`src/rtl/duty_ramp_ctrl.sv`:
```
// Slews an 11-bit PWM duty toward an accepted target by at most STEP per 2048-cycle PWM period.
// One-cycle registered duty/state; tgt_rdy drops only in FAULT or while fault is high.
module duty_ramp_ctrl #(
  parameter logic [10:0] STEP     = 11'd16,
  parameter logic [10:0] MAX_DUTY = 11'd2047
) (
  input  logic        clk,
  input  logic        rst_n,
  input  logic [10:0] tgt_duty,
  input  logic        tgt_vld,
  output logic        tgt_rdy,
  input  logic        fault,
  input  logic        fault_clr,
  output logic [10:0] duty,
  output logic        period_start,
  output logic        at_target,
  output logic [1:0]  state_o
);

  typedef enum logic [1:0] {
    IDLE  = 2'd0,
    RAMP  = 2'd1,
    HOLD  = 2'd2,
    FAULT = 2'd3
  } state_t;

  state_t      state, state_nxt;
  logic [10:0] pcnt;
  logic [10:0] tgt, tgt_nxt, duty_nxt;
  logic [10:0] tgt_clamp, duty_step, duty_gap;
  logic [11:0] duty_up;
  logic        boundary, accept;

  assign boundary  = (pcnt == 11'd2047);
  assign tgt_rdy   = (state != FAULT) && !fault;
  assign accept    = tgt_vld && tgt_rdy;
  assign tgt_clamp = (tgt_duty > MAX_DUTY) ? MAX_DUTY : tgt_duty;
  assign at_target = (duty == tgt) && (state != FAULT);
  assign state_o   = state;

  // One period's step toward the current tgt; the sum is kept 12 bits wide so it cannot wrap.
  always_comb begin
    duty_up  = {1'b0, duty} + {1'b0, STEP};
    duty_gap = duty - tgt;
    if (duty < tgt)
      duty_step = (duty_up >= {1'b0, tgt}) ? tgt : duty_up[10:0];
    else if (duty_gap <= STEP)
      duty_step = tgt;
    else
      duty_step = duty - STEP;
  end

  always_comb begin
    state_nxt = state;
    duty_nxt  = duty;
    tgt_nxt   = tgt;
    if (fault) begin
      state_nxt = FAULT;
      duty_nxt  = 11'd0;
      tgt_nxt   = 11'd0;
    end else begin
      if (accept)
        tgt_nxt = tgt_clamp;
      case (state)
        IDLE: if (accept && (tgt_clamp != 11'd0)) state_nxt = RAMP;
        RAMP: begin
          // duty_step is built from the old tgt, so a target landing on a boundary waits a period
          if (boundary)
            duty_nxt = duty_step;
          if (duty_nxt == tgt_nxt)
            state_nxt = (tgt_nxt != 11'd0) ? HOLD : IDLE;
        end
        HOLD: if (accept && (tgt_clamp != duty)) state_nxt = RAMP;
        FAULT: if (fault_clr) state_nxt = IDLE;
        default: state_nxt = IDLE;
      endcase
    end
  end

  always_ff @(posedge clk or negedge rst_n) begin
    if (!rst_n) begin
      pcnt         <= 11'd0;
      period_start <= 1'b0;
      state        <= IDLE;
      duty         <= 11'd0;
      tgt          <= 11'd0;
    end else begin
      pcnt         <= pcnt + 11'd1;
      period_start <= boundary;
      state        <= state_nxt;
      duty         <= duty_nxt;
      tgt          <= tgt_nxt;
    end
  end

endmodule

```
`config.mk`:
```
export PLATFORM = sky130hd
export DESIGN_NAME = duty_ramp_ctrl
export DESIGN_NICKNAME = d
export VERILOG_FILES = /design/src/rtl/duty_ramp_ctrl.sv
export SDC_FILE = /design/constraint.sdc
export NUM_CORES = 1
export LEC_CHECK = 0
export ABC_AREA = 1
export BUFFER_PORTS_ARGS = -buffer_cell sky130_fd_sc_hd__buf_2
export CAP_MARGIN = 25
export CORE_ASPECT_RATIO = 0.75
export CORE_MARGIN = 3
export CORE_UTILIZATION = 30
export DETAILED_ROUTE_END_ITERATION = 8
export GPL_ROUTABILITY_DRIVEN = 0
export SETUP_SLACK_MARGIN = 0.05
export SYNTH_ARGS = -nofsm -noshare
export SYNTH_HDL_FRONTEND = slang
export SYNTH_SLANG_ARGS = --single-unit
```
`constraint.sdc`:
```
create_clock -name clk -period 4.45 [get_ports clk]
set_clock_uncertainty 0.15 [all_clocks]
set_input_delay 0.6675 -clock clk [delete_from_list [all_inputs] [get_ports clk]]
set_output_delay 0.6675 -clock clk [all_outputs]
set_load 0.02 [all_outputs]
```
==> metrics <==
Finished Layout Cells 709; total wire length 10.2 mm; status complete, no violations; Async SR Flop Fraction 1.00; first-pass GRT wire length 16.9 mm; Horiz. Die Dim 131 um; top-area cell type share of the netlist area 0.257; Reg area 901 um2; initial core utilization 0.314; Pwr Density 362 nW/um2; multi-input combinational cell area 2170 um2; DPL Wire Length 8.08 mm; remaining antenna violation count 0; Hold Fails Final Rpt 0; drt drc 0; Peak Freq 0.259 GHz; fill cell count 1210; Synth-to-Final Area Change 12.5%; Core Region 11100 um2; Finished Core Util 0.354; # port buffers 31; Placement Cell Area 3780 um2; Max VDD drop 0.243 mV; HP Start pcnt[0]; layout cells sized above 1 0.132; Clock Sinks 36; r2r startpoint duty[5]; Final setup viols 0; GR Util All Layers 0.161; vias per cell 5.05; Resized Gates After CTS 0; hold_buf cts 0; Hold Path Stages 1; Hold Crit Class reg -> reg; Main synth FF type dfrtp_1; drt wl/cell 14.4 um; Tcrit/Tclk final 0.868; Yosys top cell by area dfrtp_1; count leader, synth nand2_1; Cells after Synth 542; RSZ-0062 raised after global routing no; Initial DRC Count 316; CTS buffer count 5; row cnt 33; CP required 4.47 ns; RR Endpoint state_o[1]; Reg clk slew, reported paths 0.06 ns; Setup Crit Path Kind reg -> reg; Synth Register Bits 36; Nets 605; Area contributors post-synth dfrtp_1 (26%), nand2_1 (16%), inv_1 (9.9%); net count after synthesis 579; kind of start point of the critical path flop; DRT Pass-1 Iters 5; Clock Latency Late Sink 0.28 ns; EDFF count, synth 0; min Tclk post-route 3.86 ns; CTS tree done; critical path arrival 3.88 ns; Least-Margin Pin Slew 0.835 ns; top cells by count, synth nand2_1 (149), inv_1 (92), nand3_1 (56), nor2_1 (43), dfrtp_1 (36); library cells used by synthesis 41; sequential area share after synthesis 0.257; final setup TNS 0 ns; Critical Path Fanout Max 11; die height 99.6 um; Worst Hold End pcnt[0]; flop2flop setup slack 0.59 ns; number of global-route vias before repair 3401; Mapped Area 3510 um2; Worst Setup SP duty[5]; Root Driver clkbuf_16; DR vias 3578; Synth Warn # 0; CP Capture Type flop; post-synthesis average cell area 6.47 um2; grt ovf 0; Final Max Slew Viols 0; H-tree levels 2; initial antenna violation count 0; fin area 3950 um2; Max Root-Sink Buffers 2; Placed Cells 701; Ports 32; die area 13000 um2; cell leakage power 2.15 nW; post-CTS setup buffer count 0; Reg2Reg Depth 25; ant diodes 0; Rel. slew slack 0.443; number of max-cap violations 0; largest net degree at the start of global routing 37
[power breakdown]
part,switching (mW),internal (mW)
clock,0.134,0.263
combinational,0.458,0.200
sequential,0.0271,0.347
[worst max path at each step]
stage,to,cells past startpoint
finish,state_o[1],25
global route,state_o[1],26
CTS,state_o[1],25
detailed placement,state_o[1],25
global placement,state_o[1],25
floorplan,state_o[1],28
[cells in the final DEF (no fill, tap or decap), types with 4 or more instances in the layout]
cell type and instances:
nand4_1 10, nand2_1 149, o211ai_1 5, nor3_1 4, o22ai_1 8, xor2_1 18, ha_1 21, dfrtp_1 36
inv_2 7, clkbuf_16 5, nand3_1 56, nor4_1 6, inv_1 92, buf_2 31, a21oi_1 13, nor2_1 43
o21ai_0 22, nand2_2 7
[layout make-up]
type                    count  area share
well taps                 140      0.0444
multi-input cells         394       0.551
repair buffers             31      0.0393
clock inverters             2     0.00888
clock buffers               6      0.0327
inverters                 100      0.0951
flip-flops and latches     36       0.228
[critical path, cell delays in order (launching register included)]
cell and delay, ns:
dfrtp_1 0.57, ha_1 0.26, nand3_1 0.13, nor2_1 0.13
nand2_1 0.07, xor2_1 0.22, inv_1 0.11, ha_1 0.29
inv_1 0.07, o211ai_1 0.10, nor2_1 0.13, nand3_2 0.23
nor2_4 0.25, nor2_2 0.08, nand2_4 0.15, nand2_1 0.08
o21ai_2 0.08, nand2_1 0.08, nand2_1 0.09, nand2_1 0.05
nor2_1 0.10, nand3_1 0.08, nand2_1 0.10, nand2_1 0.06
nand2_1 0.05, nand2_1 0.05
[state kept, by name (all words and copies together) (netlist names)]
name and cells:
tgt 11, duty 11, period_start 1, pcnt 11, state_o 2
[through the flow]
step | hold slack, ns | power (mW) | setup WS (ns)
floorplan | 0.222 | 0.878 | 1.29
global placement | 0.287 | 1.02 | 0.770
detailed placement | 0.291 | 1.03 | 0.651
CTS | 0.299 | 1.43 | 0.633
global route | 0.305 | 1.54 | 0.196
finish | 0.293 | 1.43 | 0.588
[metal layers]
| metal | vias up | track usage | wire [um] |
|---|---|---|---|
| li1 | 1800 | - | - |
| met1 | 1619 | 0.256 | 5210 |
| met2 | 152 | 0.224 | 3970 |
| met3 | 7 | 0.0279 | 954 |
| met4 | 0 | 0.0348 | 82 |
| met5 | - | 0 | 0 |
[cell families (layout without fill, tap and decap cells)]
logic type,after synthesis,count (layout),share of synthesized area
AOI/OAI and AO/OA,63,63,0.112
xor gates and xnor gates,18,18,0.0450
adders and majority gates,21,21,0.0749
buffers and inverters,112,139,0.123
DFF,36,36,0.257
and+or+nand+nor,292,292,0.388
No activity file was read; power rests on OpenSTA's default activity.
